--- src/rtl/cdc_hs_arbiter_if.sv ---
// Handshake bundle between the N_REQ requesters / slow-domain peer and cdc_hs_arbiter.
// master: the arbiter side; slave: the environment that pulses requests and returns ack.
interface cdc_hs_arbiter_if #(
  parameter int N_REQ = 4
);
  localparam int ID_W = (N_REQ > 1) ? $clog2(N_REQ) : 1;

  logic [N_REQ-1:0] req_in;
  logic             xfer_ack_async;
  logic             xfer_req;
  logic [ID_W-1:0]  grant_id;
  logic [N_REQ-1:0] done;
  logic [N_REQ-1:0] pending;
  logic             overflow;
  logic             timeout_err;

  modport master (
    input  req_in, xfer_ack_async,
    output xfer_req, grant_id, done, pending, overflow, timeout_err
  );

  modport slave (
    output req_in, xfer_ack_async,
    input  xfer_req, grant_id, done, pending, overflow, timeout_err
  );
endinterface

--- src/rtl/cdc_hs_arbiter.sv ---
// Round-robin arbiter sharing one four-phase req/ack channel toward a slower clock domain.
// Optional handshake watchdog enabled with macro CDC_TIMEOUT_EN.
module cdc_hs_arbiter #(
  parameter int N_REQ       = 4,
  parameter int SYNC_STAGES = 3,
  parameter int TIMEOUT_CYC = 255
) (
  input  logic               clk_fast,
  input  logic               rst_n,
  cdc_hs_arbiter_if.master   bus
);
  localparam int ID_W = (N_REQ > 1) ? $clog2(N_REQ) : 1;

  typedef enum logic [1:0] {
    ST_IDLE = 2'd0,
    ST_REQ  = 2'd1,
    ST_REL  = 2'd2
  } state_t;

  state_t                 state_r;
  logic [SYNC_STAGES-1:0] sync_r;
  logic [ID_W-1:0]        rr_r;
  logic [ID_W-1:0]        grant_id_r;
  logic                   xfer_req_r;
  logic [N_REQ-1:0]       done_r;
  logic [N_REQ-1:0]       pending_r;
  logic                   overflow_r;

  logic                   ack_s;
  logic                   pick_valid_s;
  logic [ID_W-1:0]        pick_idx_s;
  logic [ID_W-1:0]        scan_idx_s;
  logic                   grant_fire_s;
  logic [N_REQ-1:0]       clr_s;
  logic [N_REQ-1:0]       pending_nxt_s;
  logic                   ovf_hit_s;

`ifdef CDC_TIMEOUT_EN
  localparam int TW = $clog2(TIMEOUT_CYC + 1);
  logic [TW-1:0]          tmo_cnt_r;
  logic                   tmo_hit_s;
  logic                   aborted_r;
  logic                   timeout_err_r;
`endif

  // Ack synchronizer: only the last stage is ever seen by the FSM.
  always_ff @(posedge clk_fast or negedge rst_n) begin
    if (!rst_n) begin
      sync_r <= '0;
    end else begin
      sync_r <= {sync_r[SYNC_STAGES-2:0], bus.xfer_ack_async};
    end
  end

  assign ack_s = sync_r[SYNC_STAGES-1];

  // Round-robin pick: first pending bit scanning upward from rr+1 with wrap.
  always_comb begin
    pick_valid_s = 1'b0;
    pick_idx_s   = '0;
    scan_idx_s   = '0;
    for (int k = 1; k <= N_REQ; k++) begin
      scan_idx_s = ID_W'((int'(rr_r) + k) % N_REQ);
      if (!pick_valid_s && pending_r[scan_idx_s]) begin
        pick_valid_s = 1'b1;
        pick_idx_s   = scan_idx_s;
      end else begin
        pick_valid_s = pick_valid_s;
      end
    end
  end

  // Pending capture: a new event beats the grant clear; a hit on a live bit is dropped.
  always_comb begin
    grant_fire_s = (state_r == ST_IDLE) && !ack_s && pick_valid_s;
    if (grant_fire_s) begin
      clr_s = N_REQ'(1) << pick_idx_s;
    end else begin
      clr_s = '0;
    end
    pending_nxt_s = (pending_r & ~clr_s) | bus.req_in;
    ovf_hit_s     = |(bus.req_in & pending_r & ~clr_s);
  end

`ifdef CDC_TIMEOUT_EN
  assign tmo_hit_s = (tmo_cnt_r == TW'(TIMEOUT_CYC - 1));
`endif

  // Handshake FSM with all registered outputs.
  always_ff @(posedge clk_fast or negedge rst_n) begin
    if (!rst_n) begin
      state_r       <= ST_IDLE;
      rr_r          <= ID_W'(N_REQ - 1);
      grant_id_r    <= '0;
      xfer_req_r    <= 1'b0;
      done_r        <= '0;
      pending_r     <= '0;
      overflow_r    <= 1'b0;
`ifdef CDC_TIMEOUT_EN
      tmo_cnt_r     <= '0;
      aborted_r     <= 1'b0;
      timeout_err_r <= 1'b0;
`endif
    end else begin
      done_r     <= '0;
      pending_r  <= pending_nxt_s;
      overflow_r <= overflow_r | ovf_hit_s;
`ifdef CDC_TIMEOUT_EN
      timeout_err_r <= 1'b0;
`endif
      case (state_r)
        ST_IDLE: begin
          if (grant_fire_s) begin
            grant_id_r <= pick_idx_s;
            rr_r       <= pick_idx_s;
            xfer_req_r <= 1'b1;
            state_r    <= ST_REQ;
          end
`ifdef CDC_TIMEOUT_EN
          tmo_cnt_r <= '0;
          aborted_r <= 1'b0;
`endif
        end
        ST_REQ: begin
          if (ack_s) begin
            xfer_req_r <= 1'b0;
            state_r    <= ST_REL;
`ifdef CDC_TIMEOUT_EN
            tmo_cnt_r  <= '0;
          end else if (tmo_hit_s) begin
            xfer_req_r    <= 1'b0;
            timeout_err_r <= 1'b1;
            aborted_r     <= 1'b1;
            state_r       <= ST_REL;
            tmo_cnt_r     <= '0;
          end else begin
            tmo_cnt_r <= tmo_cnt_r + TW'(1);
`endif
          end
        end
        ST_REL: begin
          if (!ack_s) begin
`ifdef CDC_TIMEOUT_EN
            // An aborted transfer never reports completion.
            if (!aborted_r) begin
              done_r[grant_id_r] <= 1'b1;
            end
            tmo_cnt_r <= '0;
`else
            done_r[grant_id_r] <= 1'b1;
`endif
            state_r <= ST_IDLE;
`ifdef CDC_TIMEOUT_EN
          end else if (tmo_hit_s) begin
            timeout_err_r <= 1'b1;
            state_r       <= ST_IDLE;
            tmo_cnt_r     <= '0;
          end else begin
            tmo_cnt_r <= tmo_cnt_r + TW'(1);
`endif
          end
        end
        default: begin
          state_r    <= ST_IDLE;
          xfer_req_r <= 1'b0;
        end
      endcase
    end
  end

  assign bus.xfer_req = xfer_req_r;
  assign bus.grant_id = grant_id_r;
  assign bus.done     = done_r;
  assign bus.pending  = pending_r;
  assign bus.overflow = overflow_r;
`ifdef CDC_TIMEOUT_EN
  assign bus.timeout_err = timeout_err_r;
`else
  // No watchdog in this build; the parameter is still referenced so both builds share one port list.
  assign bus.timeout_err = 1'b0 & (TIMEOUT_CYC != 0);
`endif

endmodule

--- src/flat_wrapper.sv ---
// flat-port wrapper written by rule: the top's interface ports become plain ports
module cdc_hs_arbiter_flat 
#(
  parameter int N_REQ       = 4,
  parameter int SYNC_STAGES = 3,
  parameter int TIMEOUT_CYC = 255
)
  (clk_fast, rst_n, bus_req_in, bus_xfer_ack_async, bus_xfer_req, bus_grant_id, bus_done, bus_pending, bus_overflow, bus_timeout_err);
  cdc_hs_arbiter_if #(.N_REQ(N_REQ)) bus_i ();
  input  logic clk_fast;
  input  logic rst_n;
  input wire logic [$bits(bus_i.req_in)-1:0] bus_req_in;
  input wire logic [$bits(bus_i.xfer_ack_async)-1:0] bus_xfer_ack_async;
  output wire logic [$bits(bus_i.xfer_req)-1:0] bus_xfer_req;
  output wire logic [$bits(bus_i.grant_id)-1:0] bus_grant_id;
  output wire logic [$bits(bus_i.done)-1:0] bus_done;
  output wire logic [$bits(bus_i.pending)-1:0] bus_pending;
  output wire logic [$bits(bus_i.overflow)-1:0] bus_overflow;
  output wire logic [$bits(bus_i.timeout_err)-1:0] bus_timeout_err;
  assign bus_i.req_in = bus_req_in;
  assign bus_i.xfer_ack_async = bus_xfer_ack_async;
  assign bus_xfer_req = bus_i.xfer_req;
  assign bus_grant_id = bus_i.grant_id;
  assign bus_done = bus_i.done;
  assign bus_pending = bus_i.pending;
  assign bus_overflow = bus_i.overflow;
  assign bus_timeout_err = bus_i.timeout_err;
  cdc_hs_arbiter #(.N_REQ(N_REQ), .SYNC_STAGES(SYNC_STAGES), .TIMEOUT_CYC(TIMEOUT_CYC)) u_core (.clk_fast(clk_fast), .rst_n(rst_n), .bus(bus_i));
endmodule
--- config.mk ---
export PLATFORM = sky130hd
export DESIGN_NAME = cdc_hs_arbiter_flat
export DESIGN_NICKNAME = d
export VERILOG_FILES = /design/src/rtl/cdc_hs_arbiter_if.sv /design/src/rtl/cdc_hs_arbiter.sv /design/src/flat_wrapper.sv
export SDC_FILE = /design/constraint.sdc
export NUM_CORES = 1
export LEC_CHECK = 0
export CAP_MARGIN = 0
export CELL_PAD_IN_SITES_DETAIL_PLACEMENT = 0
export CELL_PAD_IN_SITES_GLOBAL_PLACEMENT = 1
export CORE_MARGIN = 4
export CORE_UTILIZATION = 37
export CTS_CLUSTER_SIZE = 12
export DETAILED_ROUTE_END_ITERATION = 16
export PLACE_DENSITY = 0.75
export REMOVE_ABC_BUFFERS = 1
export SYNTH_ARGS = -nofsm -noshare
export SYNTH_HDL_FRONTEND = slang
export SYNTH_SLANG_ARGS = --single-unit
--- constraint.sdc ---
create_clock -name clk_fast -period 2.2 [get_ports clk_fast]
set_input_delay 0.44 -clock clk_fast [delete_from_list [all_inputs] [get_ports clk_fast]]
set_output_delay 0.44 -clock clk_fast [all_outputs]
set_load 0.02 [all_outputs]
## Word level (Yosys, flattened, before mapping)

Cells that the tools add are included.

- Logic and storage cells: 74
- Register bits after elaboration: 19
- Input bits: 7

- Bitwise operators: 7
- Shift-type cells: 1
- Order comparisons: 6
- Multiplexer cells: 28
- Reductions and logical operators: 15
- Equality and inequality tests: 5
- Add/subtract/negate cells: 4

Operators by type and width:

| kind | number |
|---|---|
| $lt 2x3->1 const B | 5 |
| $mux 2 | 7 |
| $and 4x4->4 | 3 |
| $mux 4 | 3 |
| $mux 1 | 11 |
| $bmux 1 s2 | 4 |
| $logic_and 1x1->1 | 6 |
| $pmux 2 s3 | 1 |
| $reduce_and 3->1 | 2 |
| $add 2x1->2 const B | 2 |
| $add 2x2->2 const B | 2 |
| $logic_not 1->1 | 4 |
| $ne 2x1->1 const B | 2 |
| $not 4->4 | 1 |
| $or 4x4->4 | 1 |
| $reduce_or 4->1 | 1 |
| $shl 1x2->4 const A | 1 |
| $pmux 1 s3 | 1 |
| $demux 1 s2 | 1 |
| $eq 2x1->1 const B | 1 |
| $eq 2x2->1 const B | 1 |
| $ge 2x1->1 const B | 1 |
| $logic_not 2->1 | 1 |
| $ne 2x2->1 const B | 1 |
| other kinds (3) | 3 |

## Longest topological paths before layout

Gate-level depths: netlist of the first run.

- Word-level depth: 19
- Depth in mapped cells: 6
- Depth with buffers taken out: 5

## Worst setup path after synthesis of the first run

OpenSTA, ideal clock, no wires.

- Kind: reg-to-reg
- Start point: register u_core.rr_r[1]
- End point: register u_core.overflow_r, in the netlist u_core.bus.overflow
- Buffers on the path: 1
- Stages on the path, launching flop included: 7
- Setup slack: 0.520 ns
- Library setup time: 0.080 ns
- Period minus slack after synthesis: 1.680 ns
- Data arrival time: 1.599 ns
- Cell sequence: dfstp_2 -> buf_6 -> nand3b_1 -> a31oi_4 -> mux2_1 -> and4_1 -> o211ai_2

- Cells in the longest elaborated chain, start to end: 19
- Elaborated cells on any way between the ends: 33
- Those cells by class: add/sub: 4; shift: 1; mux: 17; bitwise: 3; reduce/logical: 8

Ends and longest elaborated chain:

| element | line | source |
|---|---|---|
| start, declared | cdc_hs_arbiter.sv:22 | `logic [ID_W-1:0] rr_r;` |
| start signal, assigned | cdc_hs_arbiter.sv:93 | `rr_r <= ID_W'(N_REQ - 1);` |
| start signal, assigned | cdc_hs_arbiter.sv:115 | `rr_r <= pick_idx_s;` |
| $add 2x1->2 | cdc_hs_arbiter.sv:63 | `scan_idx_s = ID_W'((int'(rr_r) + k) % N_REQ);` |
| $bmux 1 s2 | cdc_hs_arbiter.sv:64 | `if (!pick_valid_s && pending_r[scan_idx_s]) begin` |
| $mux 1 (not written as such) | cdc_hs_arbiter.sv:64 |  |
| $mux 1 | cdc_hs_arbiter.sv:64 |  |
| $logic_not 1->1 | cdc_hs_arbiter.sv:64 |  |
| $logic_and 1x1->1 | cdc_hs_arbiter.sv:64 |  |
| $mux 1 | cdc_hs_arbiter.sv:64 |  |
| $logic_not 1->1 | cdc_hs_arbiter.sv:64 |  |
| (+3 left out) | - |  |
| $logic_and 1x1->1 | cdc_hs_arbiter.sv:64 |  |
| $mux 2 / $mux 1 (equally long branches) | cdc_hs_arbiter.sv:64 |  |
| $shl 1x2->4 / $logic_and 1x1->1 (equally long branches) | cdc_hs_arbiter.sv:77, cdc_hs_arbiter.sv:75 |  |
| $mux 4 (*) | cdc_hs_arbiter.sv:76 | `if (grant_fire_s) begin` |
| $not 4->4 (*) | cdc_hs_arbiter.sv:82 | `ovf_hit_s = \|(bus.req_in & pending_r & ~clr_s);` |
| $and 4x4->4 (*) | cdc_hs_arbiter.sv:82 |  |
| $reduce_or 4->1 (*) | cdc_hs_arbiter.sv:82 |  |
| $or 1x1->1 (*) | cdc_hs_arbiter.sv:107 | `overflow_r <= overflow_r \| ovf_hit_s;` |
| end signal, assigned | cdc_hs_arbiter.sv:107 |  |
| end, declared | cdc_hs_arbiter.sv:27 | `logic overflow_r;` |

Mark *: on every way between the ends. The rest lies on a longest branch, timed or not. The select of a mux whose other input is x is not followed.
A chain may end at the register's enable or synchronous reset.

## Worst setup path in the final report of the first run

- Start point: register u_core.pending_r[1], in the netlist u_core.bus.pending[1]
- End point: output bus_pending[1]

RTL lines:

| element | line | source |
|---|---|---|
| start, declared | cdc_hs_arbiter.sv:26 | `logic [N_REQ-1:0] pending_r;` |
| start signal, assigned | cdc_hs_arbiter.sv:106 | `pending_r <= pending_nxt_s;` |
| end, declared | flat_wrapper.sv:17 | `output wire logic [$bits(bus_i.pending)-1:0] bus_pending;` |

No word-level cell between the ends.

==> impl_metrics.env, run 1 <==
export IMPL_drt_first_pass_iters=4
export IMPL_grt_pass1_wl_mm=3.111
export IMPL_hp_class="flip-flop to flip-flop"
export IMPL_nFillCells=221
export IMPL_timing_rr_start="u_core.rr_r[1]"
export IMPL_area_growth_syn_to_layout_pct=26.81
export IMPL_switching_share=0.3746
export IMPL_worstHoldPathCells=0
export IMPL_synth_area_um2=863.3
export IMPL_synthCells=80
export IMPL_holdPathEnd="u_core.sync_r[1]"
export IMPL_initialDrtViolationCount=9
export IMPL_wl_per_cell_um=13.37
export IMPL_nets=109
export IMPL_row_count=17
export IMPL_rsz0062_at_grt="no"
export IMPL_yosysWarnings=0
export IMPL_hold_buffers=0
export IMPL_internal_power_w=0.0006995
export IMPL_place_inst=125
export IMPL_crit_buf_inv=1
export IMPL_grt_usage=0.1246
export IMPL_grt_max_degree=20
export IMPL_synth_edf_count=0
export IMPL_path_clk_slew_ns=0.11
export IMPL_clkSinkCount=19
export IMPL_drc=0
export IMPL_yosysTopAreaCell="dfrtp_1"
export IMPL_maxSlewViolCount=0
export IMPL_hp_start="u_core.sync_r[0]"
export IMPL_tns_ns=0
export IMPL_stdcell_count=129
export IMPL_start_kind="flip-flop"
export IMPL_grt_ovfl_total=0
export IMPL_ys_types=31
export IMPL_vias_per_cell=5.085
export IMPL_gp_congestion=0.7172
export IMPL_cts_buffers=3
export IMPL_switchingPower_w=0.0004190
export IMPL_fin_crit_ns=1.862
export IMPL_hold_viol=0
export IMPL_critPathMaxFanout=7
export IMPL_reg2reg_depth=5
export IMPL_yosysTopAreaCellShare=0.4928
export IMPL_ctsResizeCount=0
export IMPL_ir_drop_mv=0.5044
export IMPL_ys_ff_latch=19
export IMPL_cp_cell_sequence="clkdlybuf4s50_1"
export IMPL_cts_root_buffer="clkbuf_4"
export IMPL_fin_crit_sh=0.8465
export IMPL_insertion_delay_ns=0.29
export IMPL_n_antenna_cell=0
export IMPL_share_comb_of_total_power=0.373
export IMPL_netlist_top_cells_area="dfrtp_1 (49%), dfstp_2 (6.1%), a21o_1 (5.2%)"
export IMPL_drive_gt1_frac=0.1089
export IMPL_fmaxAchievable_mhz=537.0
export IMPL_outcome="completed"
export IMPL_fp_dieH_um=56.31
export IMPL_maxCapViolCount=0
export IMPL_core_area_um2=2212
export IMPL_avgSynthCellArea_um2=10.79
export IMPL_r2r_setup_slack_ns=0.44
export IMPL_ys_async_sr_fraction=1.000
export IMPL_cp_end_kind="output port"
export IMPL_synth_commonest_cells="dfrtp_1 (17), nand2_1 (12), nor2_1 (9)"
export IMPL_cellLeakagePower_nw=0.4618
export IMPL_dieArea_um2=3170
export IMPL_first_global_vias=661
export IMPL_yosysSeqAreaShare=0.5536
export IMPL_synth_most_common_cell="dfrtp_1"
export IMPL_vias=656
export IMPL_setup_violations=0
export IMPL_cp_top_family="buffers and inverters"
export IMPL_tritoncts="built"
export IMPL_synth_ff_type="dfrtp_1"
export IMPL_postCtsSetupBuffers=0
export IMPL_drt_total_wl_mm=1.725
export IMPL_portBuffers=18
export IMPL_antenna_found_initial=0
export IMPL_die_width_um=56.31
export IMPL_dpl_hpwl_mm=1.261
export IMPL_path_class="flip-flop to output port"
export IMPL_top_level_ports=20
export IMPL_required_ns=1.76
export IMPL_cp_slowest_stage_delay_ns=0.65
export IMPL_ctsLongestPathBuffers=2
export IMPL_p_clk_frac=0.158
export IMPL_cp_arrival_ns=1.42
export IMPL_powerDensity_nw_per_um2=1022
export IMPL_r2r_end="u_core.bus.overflow"
export IMPL_start_util=0.3903
export IMPL_seqPwrFrac=0.469
export IMPL_crit_slowest_cell="clkdlybuf4s50_1"
export IMPL_htree_levels=1
export IMPL_finalClockSkew_ns=0.003907
export IMPL_ant_nets=0
[flip-flops by register name (all words and copies together) (netlist names)]
name and cells:
u_core.sync_r 3, u_core.bus.grant_id 2, u_core.state_r 2, u_core.rr_r 2, u_core.bus.overflow 1, u_core.bus.done 4, u_core.bus.pending 4, u_core.bus.xfer_req 1
[through the flow]
step                setup slack (ns)  hold slack (ns)  total power, W    util  area, um^2
CTS                           0.3335           0.3663        0.001128  0.4949        1095
floorplan                     0.5603           0.1444       0.0007869       -       844.6
detailed placement            0.4549           0.3370       0.0009493  0.4825        1067
finish                        0.3377           0.3633        0.001118  0.4949        1095
global placement              0.4890           0.3349       0.0009424  0.4825        1067
global route                  0.2730           0.3694        0.001198  0.4949        1095
[worst max-delay path by stage]
stage,from,endpoint,slack (ns),cells past startpoint
after floorplan,u_core.rr_r[1],u_core.bus.overflow,0.56,5
after global placement,u_core.rr_r[1],u_core.bus.overflow,0.49,5
after detailed placement,bus_req_in[3],u_core.bus.overflow,0.45,5
after CTS,u_core.bus.pending[1],bus_pending[1],0.33,1
after global routing,u_core.bus.pending[0],bus_pending[0],0.27,1
final,u_core.bus.pending[1],bus_pending[1],0.34,1
[area by class of cell]
cell class                      instances  area [um^2]  area share
Multi-Input combinational cell         58        362.8      0.3314
Sequential cell                        19        478.0      0.4366
Clock buffer                            3        22.52     0.02057
Inverter                                1        3.754    0.003429
Timing Repair Buffer                   19        187.7      0.1714
Tap cell                               28        35.03     0.03200
Clock inverter                          1        5.005    0.004571
[metal layers]
metal  wire length (um)  track usage  part of all wire  up-vias
met5                  0            0                 0        -
li1                   -            -                 -      318
met2                804       0.1903              0.47       14
met4                 21      0.06102             0.012        0
met1                802       0.1614              0.46      322
met3                 96      0.03448             0.056        2
[cell families (layout without fill, tap and decap cells)]
logic type      count (synthesis)  count (layout)  share of synthesized area
mux                             2               2                    0.02464
flops                          19              19                     0.5536
buf+inv                         3              24                    0.02609
simple gates                   36              36                     0.2102
compound gates                 18              18                     0.1710
xor+xnor                        1               1                    0.01015
other cells                     1               1                   0.004344
[placed cells by master (no fill, tap or decap), types with 2 or more instances in the layout]
cell type         n
a21o_1            6
dfrtp_1          17
dfstp_2           2
and2_1            2
a21oi_1           4
nor3b_1           2
nand2b_1          3
clkdlybuf4s50_1  18
o21ai_0           2
nand2_1          12
clkbuf_4          3
nor2_1            9
[power by group through the flow]
| stage | clock [W] | combinational, W | sequential [W] |
|---|---|---|---|
| 2_1_floorplan | 0 | 0.000228 | 0.000559 |
| 3_3_place_gp | 0 | 0.000415 | 0.000528 |
| 3_5_place_dp | 0 | 0.000417 | 0.000533 |
| 4_1_cts | 0.000182 | 0.000421 | 0.000525 |
| 5_1_grt | 0.000196 | 0.000460 | 0.000543 |
| 6_report | 0.000176 | 0.000417 | 0.000525 |
Power figures use the tool's default switching activity.
==> run 2: changes to the inputs <==
--- a/config.mk
+++ b/config.mk
@@ -8,11 +8,12 @@
 export CAP_MARGIN = 0
 export CELL_PAD_IN_SITES_DETAIL_PLACEMENT = 0
 export CELL_PAD_IN_SITES_GLOBAL_PLACEMENT = 1
+export CORE_ASPECT_RATIO = 2
 export CORE_MARGIN = 4
-export CORE_UTILIZATION = 37
+export CORE_UTILIZATION = 33
 export CTS_CLUSTER_SIZE = 12
 export DETAILED_ROUTE_END_ITERATION = 16
-export PLACE_DENSITY = 0.75
+export PLACE_DENSITY = 0.7
 export REMOVE_ABC_BUFFERS = 1
 export SYNTH_ARGS = -nofsm -noshare
 export SYNTH_HDL_FRONTEND = slang
==> constraint.sdc (replaced) <==
create_clock -name clk_fast -period 1.7 [get_ports clk_fast]
set_input_delay 0.34 -clock clk_fast [delete_from_list [all_inputs] [get_ports clk_fast]]
set_output_delay 0.34 -clock clk_fast [all_outputs]
set_load 0.02 [all_outputs]
==> run 2 against run 1 <==
Against the previous run:
- worst hold slack got worse by 0.0081 ns
- highest routed layer unchanged
- register-to-register slack got worse by 0.41 ns
- total power rose by 53%
- global-route usage fell by 0.065 points
- first-iteration DRC count rose by 56%
- combinational power rose by 71%
- sequential share of layout area fell by 3.7 points
- non-clock buffer count rose by 4
- setup slack got worse by 0.30 ns
==> impl_metrics.env, run 2 (synthesis gave the netlist of run 1 again) <==
export IMPL_path_clk_slew_ns=0.07
export IMPL_start_util=0.3402
export IMPL_insertion_delay_ns=0.26
export IMPL_r2r_setup_slack_ns=0.03
export IMPL_timing_rr_start="u_core.rr_r[1]"
export IMPL_gp_congestion=0.8114
export IMPL_fin_area_um2=1197
export IMPL_initialDrtViolationCount=14
export IMPL_grt_usage=0.1239
export IMPL_place_inst=128
export IMPL_maxUsedRoutingLayer="met4"
export IMPL_wl_met3_um=78
export IMPL_holdWs_ns=0.3552
export IMPL_r2r_end="u_core.bus.overflow"
export IMPL_path_class="flip-flop to flip-flop"
export IMPL_p_clk_frac=0.180
export IMPL_core_area_um2=2537
export IMPL_cp_arrival_ns=1.85
export IMPL_maxCapViolCount=0
export IMPL_drt_total_wl_mm=1.882
export IMPL_htree_levels=1
export IMPL_wl_per_cell_um=14.15
export IMPL_crit_end="u_core.bus.overflow"
export IMPL_required_ns=1.88
export IMPL_tritoncts="built"
export IMPL_reg2reg_depth=5
export IMPL_ant_nets=0
export IMPL_startpoint="u_core.rr_r[1]"
export IMPL_powerDensity_nw_per_um2=1433
export IMPL_internal_power_w=0.001102
export IMPL_hp_class="flip-flop to flip-flop"
export IMPL_rsz0062_at_grt="yes"
export IMPL_ir_drop_mv=0.7687
export IMPL_dpl_hpwl_mm=1.451
export IMPL_cp_end_kind="flip-flop"
export IMPL_clkSinkCount=19
export IMPL_stdcell_count=133
export IMPL_setup_violations=0
export IMPL_cts_root_buffer="clkbuf_8"
export IMPL_wl_met1_um=657
export IMPL_start_kind="flip-flop"
export IMPL_drive_gt1_frac=0.1905
export IMPL_fin_crit_ns=1.666
export IMPL_layout_commonest_cell="dfrtp_1"
export IMPL_grt_ovfl_total=0
export IMPL_drt_first_pass_iters=4
export IMPL_seqPwrFrac=0.405
export IMPL_portBuffers=18
export IMPL_fmaxAchievable_mhz=600.1
export IMPL_fin_crit_sh=0.9802
export IMPL_critPathMaxFanout=7
export IMPL_grt_max_degree=20
export IMPL_nets=113
export IMPL_antenna_found_initial=0
export IMPL_share_comb_of_total_power=0.415
export IMPL_vias_per_cell=5.188
export IMPL_first_global_vias=742
export IMPL_die_width_um=44.17
export IMPL_row_count=26
export IMPL_drc=0
export IMPL_power_total_w=0.001716
export IMPL_switching_share=0.3577
export IMPL_place_area_um2=1090
export IMPL_area_growth_syn_to_layout_pct=38.70
export IMPL_hold_viol=0
export IMPL_dieArea_um2=3548
export IMPL_layout_common_cells="dfrtp_1 (17), clkdlybuf4s50_1 (13), nand2_1 (12), nor2_1 (9), a21o_1 (6)"
export IMPL_cts_buffers=3
export IMPL_vias=690
export IMPL_maxSlewViolCount=0
export IMPL_cellLeakagePower_nw=0.5040
export IMPL_grt_pass1_wl_mm=3.208
export IMPL_top_level_ports=20
export IMPL_switchingPower_w=0.0006138
export IMPL_hold_buffers=0
export IMPL_outcome="completed"
export IMPL_ctsLongestPathBuffers=2
export IMPL_route_met2_wl_mm=1.075
export IMPL_finalClockSkew_ns=0.004452
export IMPL_n_antenna_cell=0
export IMPL_fp_dieH_um=80.34
run 2: worst min-delay path by stage:
stage / start / to / slack (ns) / depth (start not counted)
detailed placement: u_core.sync_r[0] / u_core.sync_r[1] / 0.34 / 0
floorplan: rst_n / u_core.bus.done[0] / 0.04 / 0
global placement: u_core.sync_r[1] / u_core.sync_r[2] / 0.34 / 0
CTS: u_core.sync_r[1] / u_core.sync_r[2] / 0.36 / 0
global route: u_core.sync_r[0] / u_core.sync_r[1] / 0.37 / 0
finish: u_core.sync_r[1] / u_core.sync_r[2] / 0.36 / 0
run 2: per-layer routing:
metal,global-route usage,vias to the layer above
met5,0,-
met4,0.07553,0
met3,0.02691,7
met2,0.2222,17
met1,0.1223,338
li1,-,328
run 2: per-stage QoR:
stage               setup slack, ns    util  TNS [ns]
floorplan                   0.06031       -         0
global placement            0.03096  0.4295         0
detailed placement         -0.01597  0.4295  -0.01597
CTS                        0.007206  0.4492         0
global route               -0.02837  0.4719  -0.03724
finish                      0.03374  0.4719         0
run 2: area by class of cell:
type	count	area, um^2
fill	256	1340
sequential	19	478.0
multi-input combinational	58	409.1
timing repair buffer	23	226.5
clock buffer	4	45.04
tap	28	35.03
inverter	1	3.754
run 2: what timing repair did:
action | 4_1_cts | 5_1_grt
setup endpoints to repair | 2 | 8
cloned | 0 | 0
pin swaps | 0 | 3
resized for setup | 3 | 11
setup buffers | 0 | 1
run 2: critical path, cell delays in order, from the launching register on:
cell,delay [ns]
dfstp_2,0.62
nand3b_1,0.14
a31oi_4,0.18
mux2_4,0.31
and4_1,0.19
o211ai_2,0.15
run 2: power by group through the flow:
stage          registers (W)  logic [W]  clock network (W)
2_1_floorplan       0.000723   0.000295                  0
3_3_place_gp        0.000680   0.000607                  0
3_5_place_dp        0.000683   0.000612                  0
4_1_cts             0.000678   0.000617           0.000322
5_1_grt             0.000715   0.000773           0.000339
6_report            0.000696   0.000712           0.000309
==> run 3: changes to the inputs <==
--- a/config.mk
+++ b/config.mk
@@ -9,9 +9,7 @@
 export CELL_PAD_IN_SITES_DETAIL_PLACEMENT = 0
 export CELL_PAD_IN_SITES_GLOBAL_PLACEMENT = 1
 export CORE_ASPECT_RATIO = 2
-export CORE_MARGIN = 4
 export CORE_UTILIZATION = 33
-export CTS_CLUSTER_SIZE = 12
 export DETAILED_ROUTE_END_ITERATION = 16
 export PLACE_DENSITY = 0.7
 export REMOVE_ABC_BUFFERS = 1
==> run 3 against run 2 <==
Against the previous run:
- routed wire length up 1.6%
- first-iteration DRC count down 43%
- setup slack better by 0.0013 ns
- clock skew down 0.0029 ns
- design area down 1.3%
- non-clock buffer count unchanged
- critical path depth unchanged
- sequential share of layout area up 0.51 points
- via count down 3.8%
- maximum frequency about the same
- worst hold slack worse by 0.0010 ns
- critical path type unchanged
- critical endpoint unchanged
==> impl_metrics.env, run 3 (synthesis gave the netlist of run 1 again) <==
export IMPL_first_global_vias=630
export IMPL_grt_pass1_wl_mm=3.049
export IMPL_maxCapViolCount=0
export IMPL_cts_buffers=3
export IMPL_insertion_delay_ns=0.25
export IMPL_wl_per_cell_um=14.49
export IMPL_fp_dieH_um=74.34
export IMPL_dpl_hpwl_mm=1.390
export IMPL_r2r_setup_slack_ns=0.04
export IMPL_r2r_end="u_core.bus.overflow"
export IMPL_startpoint="u_core.rr_r[1]"
export IMPL_stdcell_count=132
export IMPL_cts_root_buffer="clkbuf_8"
export IMPL_fin_crit_ns=1.665
export IMPL_tritoncts="built"
export IMPL_start_util=0.3584
export IMPL_clkSinkCount=19
export IMPL_top_level_ports=20
export IMPL_layout_commonest_cell="dfrtp_1"
export IMPL_ir_drop_mv=0.6956
export IMPL_cp_arrival_ns=1.84
export IMPL_cellLeakagePower_nw=0.5117
export IMPL_reg2reg_depth=5
export IMPL_hp_class="flip-flop to flip-flop"
export IMPL_fin_crit_sh=0.9794
export IMPL_finalClockSkew_ns=0.001592
export IMPL_die_width_um=38.17
export IMPL_vias_per_cell=5.030
export IMPL_layout_common_cells="dfrtp_1 (17), nand2_1 (12), clkdlybuf4s50_1 (12), nor2_1 (9), a21o_1 (6)"
export IMPL_timing_rr_start="u_core.rr_r[1]"
export IMPL_crit_end="u_core.bus.overflow"
export IMPL_initialDrtViolationCount=8
export IMPL_antenna_found_initial=0
export IMPL_fmaxAchievable_mhz=600.6
export IMPL_tns_ns=0
export IMPL_rsz0062_at_grt="yes"
export IMPL_htree_levels=1
export IMPL_ant_nets=0
export IMPL_row_count=25
export IMPL_place_area_um2=1089
export IMPL_hold_viol=0
export IMPL_vias=664
export IMPL_place_inst=127
export IMPL_path_clk_slew_ns=0.07
export IMPL_outcome="completed"
export IMPL_maxSlewViolCount=0
export IMPL_path_class="flip-flop to flip-flop"
export IMPL_drt_total_wl_mm=1.913
export IMPL_ctsLongestPathBuffers=2
export IMPL_start_kind="flip-flop"
export IMPL_dieArea_um2=2837
export IMPL_nets=113
export IMPL_cp_end_kind="flip-flop"
export IMPL_drive_gt1_frac=0.1714
export IMPL_drt_first_pass_iters=3
export IMPL_grt_ovfl_total=0
export IMPL_drc=0
export IMPL_power_total_w=0.001645
export IMPL_grt_usage=0.1591
export IMPL_dp_slack_ns=0.01669
export IMPL_setup_ws_ns=0.03507
export IMPL_area_growth_syn_to_layout_pct=36.96
export IMPL_n_antenna_cell=0
export IMPL_fin_area_um2=1182
export IMPL_critPathMaxFanout=6
export IMPL_portBuffers=18
export IMPL_grt_max_degree=20
export IMPL_core_area_um2=2409
export IMPL_setup_violations=0
export IMPL_required_ns=1.87
export IMPL_powerDensity_nw_per_um2=1391
export IMPL_gp_congestion=0.7179
-- run 3: worst max-delay path, stage by stage (launching register included) --
cell,delay [ns]
dfstp_2,0.59
nand3b_1,0.13
a31oi_4,0.21
mux2_4,0.33
and4_1,0.20
o211ai_2,0.13
-- run 3: worst min-delay path by stage --
| stage | startpoint | endpoint | cells after the start |
|---|---|---|---|
| floorplan | rst_n | u_core.bus.done[0] | 0 |
| global placement | u_core.sync_r[1] | u_core.sync_r[2] | 0 |
| detailed placement | u_core.sync_r[0] | u_core.sync_r[1] | 0 |
| CTS | u_core.sync_r[1] | u_core.sync_r[2] | 0 |
| global route | u_core.sync_r[1] | u_core.sync_r[2] | 0 |
| finish | u_core.sync_r[1] | u_core.sync_r[2] | 0 |
-- run 3: cell type report --
type                            count  area, um^2
Fill cell                         237        1226
Sequential cell                    19       478.0
Clock buffer                        4       45.04
Inverter                            1       3.754
Multi-Input combinational cell     58       392.9
Timing Repair Buffer               23       229.0
Tap cell                           27       33.78
-- run 3: report_power, final --
part           switching [W]  leakage, nW  internal, W
Combinational       0.000326        0.272     0.000333
Clock               0.000138       0.0228     0.000166
Sequential          0.000125        0.217     0.000556
Total               0.000590        0.512      0.00106
-- run 3: per-stage QoR --
| step | hold WS, ns | utilization |
|---|---|---|
| after floorplan | 0.04441 | - |
| after global placement | 0.3421 | 0.4519 |
| after detailed placement | 0.3404 | 0.4519 |
| after CTS | 0.3618 | 0.4732 |
| after global routing | 0.3669 | 0.4909 |
| final | 0.3541 | 0.4909 |
-- run 3: metal layers --
metal,routed length [um],track usage
met2,1107,0.2712
met4,29,0.09524
met3,42,0.02687
met1,733,0.1758
met5,0,0
-- run 3: repair_timing --
item                                   CTS  global route
gates cloned                             0             0
pin swaps                                0             2
setup buffers                            1             0
gates resized for setup                  1            10
hold buffers                             0             0
setup endpoints to repair                2             5
endpoints found under the hold margin    0             0
